### src/rtl/load_store_unit_if.sv
// Core-side request/response bundle and word-wide data-memory bundle for load_store_unit.
// Master drives the request (or memory command); slave answers.
interface load_store_unit_if;
   logic        req_valid;
   logic        req_ready;
   logic        req_write;
   logic [2:0]  req_funct3;
   logic [31:0] req_addr;
   logic [31:0] req_wdata;
   logic        resp_valid;
   logic [31:0] resp_rdata;
   logic        resp_err;

   modport master (
      output req_valid, req_write, req_funct3, req_addr, req_wdata,
      input  req_ready, resp_valid, resp_rdata, resp_err
   );
   modport slave (
      input  req_valid, req_write, req_funct3, req_addr, req_wdata,
      output req_ready, resp_valid, resp_rdata, resp_err
   );
endinterface

interface load_store_unit_mem_if;
   logic [31:0] mem_address;
   logic [31:0] mem_wdata;
   logic [31:0] mem_rdata;
   logic        MemRead;
   logic        MemWrite;

   modport master (
      output mem_address, mem_wdata, MemRead, MemWrite,
      input  mem_rdata
   );
   modport slave (
      input  mem_address, mem_wdata, MemRead, MemWrite,
      output mem_rdata
   );
endinterface

### src/rtl/load_store_unit.sv
// RV32 load/store unit: byte-addressed core requests to word-wide memory accesses,
// with lane extraction, sign/zero extension and read-modify-write for sb/sh.
module load_store_unit #(
   parameter int unsigned WORD_ADDR_BITS = 5
) (
   input logic                   clk,
   input logic                   rst_n,
   load_store_unit_if.slave      core,
   load_store_unit_mem_if.master mem
);

   typedef enum logic [2:0] {IDLE, RD, CAP, WR, RESP} state_e;

   state_e                      state_q;
   logic                        write_q;
   logic [2:0]                  funct3_q;
   logic [WORD_ADDR_BITS+1:0]   addr_q;
   logic [31:0]                 wword_q;
   logic [31:0]                 rdata_q;
   logic                        err_q;

   logic                        req_err;
   logic [4:0]                  shamt;
   logic [31:0]                 lane;
   logic [31:0]                 load_val;
   logic [31:0]                 mask;
   logic [31:0]                 merge_val;

   always_comb begin
      req_err = 1'b0;
      unique case (core.req_funct3)
         3'b000, 3'b001, 3'b010: req_err = 1'b0;
         3'b100, 3'b101:         req_err = core.req_write;
         default:                req_err = 1'b1;
      endcase
      if (core.req_funct3[1:0] == 2'b01 && core.req_addr[0])
         req_err = 1'b1;
      if (core.req_funct3[1:0] == 2'b10 && core.req_addr[1:0] != 2'b00)
         req_err = 1'b1;
      if ((core.req_addr >> (WORD_ADDR_BITS + 2)) != '0)
         req_err = 1'b1;
   end

   // Lane 0 of 'lane' is the addressed byte; for aligned lw the shift is zero.
   always_comb begin
      shamt     = {addr_q[1:0], 3'b000};
      lane      = mem.mem_rdata >> shamt;
      load_val  = lane;
      unique case (funct3_q)
         3'b000:  load_val = {{24{lane[7]}}, lane[7:0]};
         3'b001:  load_val = {{16{lane[15]}}, lane[15:0]};
         3'b100:  load_val = {24'h000000, lane[7:0]};
         3'b101:  load_val = {16'h0000, lane[15:0]};
         default: load_val = lane;
      endcase
      mask      = funct3_q[0] ? 32'h0000_FFFF : 32'h0000_00FF;
      merge_val = (mem.mem_rdata & ~(mask << shamt)) | ((wword_q & mask) << shamt);
   end

   assign core.req_ready  = (state_q == IDLE);
   assign core.resp_valid = (state_q == RESP);
   assign core.resp_rdata = rdata_q;
   assign core.resp_err   = err_q;
   assign mem.MemRead     = (state_q == RD);
   assign mem.MemWrite    = (state_q == WR);
   assign mem.mem_address = (state_q == RD || state_q == CAP || state_q == WR)
                            ? 32'(addr_q[WORD_ADDR_BITS+1:2]) : '0;
   assign mem.mem_wdata   = (state_q == WR) ? wword_q : '0;

   // wword_q holds req_wdata from acceptance, and is overwritten by the merged word for sb/sh.
   always_ff @(posedge clk or negedge rst_n) begin
      if (!rst_n) begin
         state_q  <= IDLE;
         write_q  <= 1'b0;
         funct3_q <= '0;
         addr_q   <= '0;
         wword_q  <= '0;
         rdata_q  <= '0;
         err_q    <= 1'b0;
      end else begin
         unique case (state_q)
            IDLE: begin
               if (core.req_valid) begin
                  write_q  <= core.req_write;
                  funct3_q <= core.req_funct3;
                  addr_q   <= core.req_addr[WORD_ADDR_BITS+1:0];
                  wword_q  <= core.req_wdata;
                  if (req_err) begin
                     err_q   <= 1'b1;
                     rdata_q <= '0;
                     state_q <= RESP;
                  end else if (core.req_write && core.req_funct3 == 3'b010) begin
                     state_q <= WR;
                  end else begin
                     state_q <= RD;
                  end
               end
            end
            RD: state_q <= CAP;
            CAP: begin
               if (write_q) begin
                  wword_q <= merge_val;
                  state_q <= WR;
               end else begin
                  rdata_q <= load_val;
                  err_q   <= 1'b0;
                  state_q <= RESP;
               end
            end
            WR: begin
               rdata_q <= '0;
               err_q   <= 1'b0;
               state_q <= RESP;
            end
            RESP:    state_q <= IDLE;
            default: state_q <= IDLE;
         endcase
      end
   end

endmodule

### src/flat_wrapper.sv
// flat-port wrapper written by rule: the top's interface ports become plain ports
module load_store_unit_flat 
#(
   parameter int unsigned WORD_ADDR_BITS = 5
)
  (clk, rst_n, core_req_valid, core_req_write, core_req_funct3, core_req_addr, core_req_wdata, core_req_ready, core_resp_valid, core_resp_rdata, core_resp_err, mem_mem_address, mem_mem_wdata, mem_MemRead, mem_MemWrite, mem_mem_rdata);
  load_store_unit_if core_i ();
  load_store_unit_mem_if mem_i ();
  input logic clk;
  input logic rst_n;
  input wire logic [$bits(core_i.req_valid)-1:0] core_req_valid;
  input wire logic [$bits(core_i.req_write)-1:0] core_req_write;
  input wire logic [$bits(core_i.req_funct3)-1:0] core_req_funct3;
  input wire logic [$bits(core_i.req_addr)-1:0] core_req_addr;
  input wire logic [$bits(core_i.req_wdata)-1:0] core_req_wdata;
  output wire logic [$bits(core_i.req_ready)-1:0] core_req_ready;
  output wire logic [$bits(core_i.resp_valid)-1:0] core_resp_valid;
  output wire logic [$bits(core_i.resp_rdata)-1:0] core_resp_rdata;
  output wire logic [$bits(core_i.resp_err)-1:0] core_resp_err;
  output wire logic [$bits(mem_i.mem_address)-1:0] mem_mem_address;
  output wire logic [$bits(mem_i.mem_wdata)-1:0] mem_mem_wdata;
  output wire logic [$bits(mem_i.MemRead)-1:0] mem_MemRead;
  output wire logic [$bits(mem_i.MemWrite)-1:0] mem_MemWrite;
  input wire logic [$bits(mem_i.mem_rdata)-1:0] mem_mem_rdata;
  assign core_i.req_valid = core_req_valid;
  assign core_i.req_write = core_req_write;
  assign core_i.req_funct3 = core_req_funct3;
  assign core_i.req_addr = core_req_addr;
  assign core_i.req_wdata = core_req_wdata;
  assign core_req_ready = core_i.req_ready;
  assign core_resp_valid = core_i.resp_valid;
  assign core_resp_rdata = core_i.resp_rdata;
  assign core_resp_err = core_i.resp_err;
  assign mem_mem_address = mem_i.mem_address;
  assign mem_mem_wdata = mem_i.mem_wdata;
  assign mem_MemRead = mem_i.MemRead;
  assign mem_MemWrite = mem_i.MemWrite;
  assign mem_i.mem_rdata = mem_mem_rdata;
  load_store_unit #(.WORD_ADDR_BITS(WORD_ADDR_BITS)) u_core (.clk(clk), .rst_n(rst_n), .core(core_i), .mem(mem_i));
endmodule
### config.mk
export PLATFORM = sky130hd
export DESIGN_NAME = load_store_unit_flat
export DESIGN_NICKNAME = d
export VERILOG_FILES = /design/src/rtl/load_store_unit_if.sv /design/src/rtl/load_store_unit.sv /design/src/flat_wrapper.sv
export SDC_FILE = /design/constraint.sdc
export NUM_CORES = 1
export LEC_CHECK = 0
export BUFFER_PORTS_ARGS = -buffer_cell sky130_fd_sc_hd__buf_2
export CORE_ASPECT_RATIO = 0.7
export CORE_MARGIN = 2
export CORE_UTILIZATION = 38
export DETAILED_ROUTE_END_ITERATION = 12
export GPL_TIMING_DRIVEN = 0
export HOLD_SLACK_MARGIN = 0.12
export PLACE_DENSITY = 0.71
export RECOVER_POWER = 100
export SLEW_MARGIN = 40
export SYNTH_ARGS = -nofsm -noshare
export SYNTH_HDL_FRONTEND = slang
export SYNTH_SLANG_ARGS = --single-unit
### constraint.sdc
create_clock -name clk -period 1.8 [get_ports clk]
set_input_delay 0.27 -clock clk [delete_from_list [all_inputs] [get_ports clk]]
set_output_delay 0.27 -clock clk [all_outputs]
set_load 0.005 [all_outputs]
; ---- Word-level counts from Yosys, hierarchy flattened
; Index checks and enable logic that the tools add are counted.
[op_classes]
add_sub_neg = 0
mul = 0
n_div = 0
n_lt_le_gt_ge = 0
eq_ne = 17
shifts = 3
n_mux = 24
bitwise = 4
n_reduce_logical = 17
[op_table]
columns = cell, count
row1 = 2-to-1 mux 32 bit, 6
row2 = case mux 32 bit (4 select lines), 1
row3 = case mux 32 bit (3 select lines), 1
row4 = bitwise AND 32 bit, 2
row5 = case mux 32 bit (2 select lines), 1
row6 = left shift 32 x 5 -> 32 bit, 2
row7 = inverter 32 bit, 1
row8 = bitwise OR 32 bit, 1
row9 = nonzero test 32 bit, 1
row10 = right shift 32 x 5 -> 32 bit, 1
row11 = 2-to-1 mux 16 bit, 1
row12 = equality test 3 bit (second input constant), 5
row13 = case mux 3 bit (4 select lines), 1
row14 = equality test 3 x 1 -> 1 bit (second input constant), 3
row15 = equality test 3 x 2 -> 1 bit (second input constant), 3
row16 = logical NOT 3 bit, 3
row17 = 2-to-1 mux 3 bit, 3
row18 = 2-to-1 mux 1 bit, 6
row19 = 2-to-1 mux 5 bit, 1
row20 = != test 2 x 1 -> 1 bit (second input constant), 2
row21 = != test 2 bit (second input constant), 2
row22 = AND reduction 4 bit, 1
row23 = nonzero test 2 bit, 2
row24 = logical AND 1 bit, 3
row25 = 11 further kinds, 12
[word_totals]
reg_bits = 79
latch_bits = 0
mem_bits_rw = 0
romBits = 0
in_bits = 103
out_inout_bits = 101
word_cells = 72
n_memories = 0

; ---- Logic depth before layout (Yosys ltp)
[depth]
word_depth = 9
depth_mapped = 8
mapped_depth_nobuf = 5

; ---- Worst setup path before layout
; No wires, ideal clock.
[synth_path]
path_kind = reg2reg
from = register u_core.write_q
to = register u_core.rdata_q[25] (netlist: u_core.core.resp_rdata[25])
setup_time_ns = 0.126
arrival_ns = 1.761
t_required_ns = 1.674
slack_ns = -0.087
stages_incl_launch_ff = 9
path_buffers = 3
period_less_slack_ns = 1.887
path_cell_list = dfrtp_1 -> buf_2 -> nor2b_1 -> a2bb2oi_1 -> or2_0 -> buf_2 -> nand2b_4 -> buf_2 -> a221o_1
[synth_between]
elab_chain_len = 2
[synth_lines]
columns = element, line_no
row1 = start: declaration, load_store_unit.sv:15  ; logic write_q;
row2 = start signal: assignment, load_store_unit.sv:84  ; write_q <= core.req_write;
row3 = != test 2 bit (no line), -
row4 = AND reduction 4 bit (no line), -
row5 = end signal: assignment, load_store_unit.sv:105  ; rdata_q <= load_val;
row6 = end: declaration, load_store_unit.sv:19  ; logic [31:0] rdata_q;
; Every way passes these cells.
; A chain may end at the register's enable or synchronous reset.

; ---- Final worst setup path
[layout_path]
from = register u_core.state_q[2]
to = output port mem_mem_wdata[26]
[layout_between]
elab_chain_len = 2
[layout_lines]
columns = element, line_no
row1 = start: declaration, load_store_unit.sv:14  ; state_e state_q;
row2 = start signal: assignment, load_store_unit.sv:73  ; state_q <= IDLE;
row3 = start signal: assignment, load_store_unit.sv:91  ; state_q <= RESP;
row4 = start signal: assignment, load_store_unit.sv:93  ; state_q <= WR;
row5 = equality test 3 x 2 -> 1 bit, load_store_unit.sv:68  ; assign mem.mem_wdata = (state_q == WR) ? wword_q : '0;
row6 = 2-to-1 mux 32 bit, load_store_unit.sv:68
row7 = end: declaration, flat_wrapper.sv:21  ; output wire logic [$bits(mem_i.mem_wdata)-1:0] mem_mem_wdata;
; Every way passes these cells.

==> results.cfg <==
[layout]
syn_to_final_growth_pct = 51.86
finish.utilization = 0.5917
drive_above_1_share = 0.4877
diodes = 0
nNetsFinal = 871
final_cells = 935

[cts]
cts_root_buf = clkbuf_16
clockBufferDepth = 2
path_clk_slew_ns = 0.07
insertion_delay_ns = 0.34
numCtsBuffers = 9
tritoncts = done
clock_sinks = 79
h-tree-depth = 3

[synthesis]
synth_cells = 522
avgSynthCellArea_um2 = 9.271
synthArstFlopShare = 1.000
synth_edf_count = 0
synth_area_um2 = 4840
synth_seq_cells = 79
synth-main-ff-cell = dfrtp_1
ys_seq_area_frac = 0.4085
ys.warnings.count = 0
netlist-cell-type-count = 47

[timing]
tightest_slew_ns = 0.8903
fin_crit_ns = 1.941
finalHoldViolations = 0
slew_headroom = 0.4064
final.setup.worst_slack_ns = -0.1413
finClkSkew_ns = 0.008278
setup_viol_count_final = 65
period_share = 1.079
rsz0062_at_grt = true
slew_viol_final = 0
max_clock_freq_mhz = 515.1

[route]
drtAntennaViolNets = 0
viasPerCell = 5.641
dr.pass1.iters = 5
vias = 5274
wire_per_inst_um = 20.93
drt_iter0_markers = 480
drc = 0
wl_mm = 19.57

[worst_setup_path]
rr_worst_depth = 7
cp-start-kind = flop
r2r_start = u_core.state_q[0]
path_buf_inv = 3
path_delay_family = flip-flops
path_max_fanout = 8
max_stage_delay_ns = 0.46
slowest_stage = dfrtp_2
crit_required_ns = 1.53
rrSetupSlack_ns = -0.11
r2r-end = u_core.core.resp_rdata[19]
path_class = flop to output port
arrival_ns = 1.67
crit_chain = nand2b_4 > nor2_4 > buf_12 > clkbuf_16 > and2_4 > buf_6
crit_path_end_kind = output port

[pwr]
total_power_mw = 5.247
irDropWorstVdd_uv = 448.0
power.density_nw_per_um2 = 713.9
p_leak_nw = 3.562

[placement]
dp_cells = 887
portBuffers = 176
routabilityCongestion = 0.9344
place_ws_ns = -0.5247
dp_hpwl_mm = 14.41

[worst_hold_path]
hold-path-endpoint = u_core.addr_q[3]
hp-start = core_req_addr[3]
min_path_type = input pin to flop
hold_path_depth = 2

[global_routing]
grt-ovfl-total = 0
antenna_found_initial = 0
grt_max_degree = 46
grtUsageTotal = 0.2764
grt_pass1_wl_mm = 29.25
grt_pass1_vias = 5087

[floorplan]
coreArea_um2 = 12420
start_util = 0.3896
std_cell_rows = 34
die_area_um2 = 13670
ios = 204
die_width_um = 138.9
dieHeight_um = 98.42

[run_status]
outcome = complete, but fails checks
violations = setup timing

[flow_run]
cap_viol_max_count = 0
## kinds of logic (layout without fill, tap and decap cells)
kind of cell / Yosys count / in the layout / share of synthesized area
AOI/OAI and AO/OA: 184 / 184 / 0.2456
DFF: 79 / 79 / 0.4085
buffers and inverters: 81 / 306 / 0.08842
other: 1 / 27 / 0.0007749
muxes: 54 / 54 / 0.1187
and+or+nand+nor: 123 / 123 / 0.1381
## how the worst max path moves through the flow
stage	cells past startpoint	from	slack, ns	endpoint
5_1_grt	6	u_core.state_q[2]	-0.18	mem_mem_wdata[27]
4_1_cts	6	u_core.state_q[2]	-0.1	mem_mem_wdata[8]
6_report	6	u_core.state_q[2]	-0.14	mem_mem_wdata[26]
3_3_place_gp	6	u_core.state_q[2]	-0.48	u_core.wword_q[21]
3_5_place_dp	6	u_core.state_q[2]	-0.52	u_core.wword_q[23]
2_1_floorplan	8	u_core.state_q[0]	-0.007	u_core.core.resp_rdata[18]
## layer usage
metal,up-vias,share of wire,global-route usage
met5,-,0,0
met4,0,0.012,0.05361
met3,30,0.12,0.06268
met2,342,0.42,0.3914
met1,2555,0.45,0.4318
li1,2347,-,-
## final cells by class
cell class / count / area, um2
inverters: 13 / 51.30
well taps: 162 / 202.7
clock inverters: 6 / 71.32
clock buffers: 10 / 229.0
fillers: 1095 / 5072
flip-flops and latches: 79 / 1978
multi-input cells: 388 / 2863
repair buffers: 213 / 1451
plain buffers: 64 / 503.0
## worst register-to-register path, cell delays in order, from the launching register on
cell and delay, ns:
dfrtp_1 0.37, buf_6 0.15, or3b_4 0.45, nor2_8 0.12, nand4_1 0.19, a21oi_4 0.29, buf_6 0.16, a221o_1 0.11
## placed cells by master, fill, tap and decap left out, drive strengths merged, types with 4 or more instances in the layout
master	count
buf	240
dfrtp	79
o21ai	60
a21oi	53
clkbuf	46
and2	39
nor2	34
mux2i	27
mux2	27
conb	27
nand2	22
a221o	15
inv	13
a22o	9
a32o	8
o22ai	8
a22oi	8
a221oi	8
a2bb2oi	8
nor4	5
nor3	4
## cells in the mapped netlist, types with 2 or more instances
library cell | count | area, um2
buf_4 | 28 | 210.2
a221oi_1 | 8 | 70.07
dfrtp_1 | 79 | 1977
a21oi_1 | 51 | 255.2
mux2_2 | 27 | 304.0
buf_1 | 4 | 15.01
o22ai_1 | 8 | 50.05
nor3_1 | 3 | 15.01
buf_2 | 15 | 75.07
nand2_1 | 22 | 82.58
or3_1 | 2 | 12.51
mux2i_1 | 27 | 270.3
a22o_1 | 9 | 78.83
inv_1 | 13 | 48.80
nand4_1 | 2 | 12.51
nor2b_1 | 3 | 18.77
and2_1 | 39 | 244.0
nor2_1 | 33 | 123.9
clkbuf_1 | 21 | 78.83
a221o_1 | 15 | 150.1
nand2b_1 | 2 | 12.51
a21oi_2 | 2 | 17.52
a32o_1 | 8 | 80.08
nand3_1 | 2 | 10.01
a2bb2oi_1 | 8 | 70.07
o21ai_0 | 57 | 285.3
nor4_1 | 5 | 31.28
o21ai_1 | 3 | 15.01
a22oi_1 | 8 | 60.06
## sequential cells by signal, summed over array words and instances (netlist names)
signal,count
u_core.core.resp_rdata,32
u_core.wword_q,32
u_core.addr_q,7
u_core.funct3_q,3
u_core.state_q,3
u_core.core.resp_err,1
u_core.write_q,1
## timing repair
item	in CTS	in global routing
setup endpoints to repair	106	107
pin swaps	21	19
cloned	3	4
buffers inserted	19	9
hold endpoints to repair	34	0
resized for setup	99	90
hold buffers	1	0
## through the flow
step | hold WS (ns) | area, um2 | TNS [ns]
2_1_floorplan | -0.02559 | 5000 | -0.07546
3_3_place_gp | 0.4554 | 6083 | -35.03
3_5_place_dp | 0.1830 | 6117 | -30.95
4_1_cts | 0.1536 | 6940 | -3.506
5_1_grt | 0.1538 | 7350 | -9.430
6_report | 0.1595 | 7350 | -5.721
## power breakdown
part           switching [mW]  total [mW]  internal (mW)  leakage (nW)
Combinational           0.783        1.34          0.555          2.43
Clock                   0.774        1.86           1.08         0.139
Sequential              0.145        2.05           1.91         0.998
Total                    1.70        5.25           3.55          3.56
No activity file was read; power rests on OpenSTA's default activity.
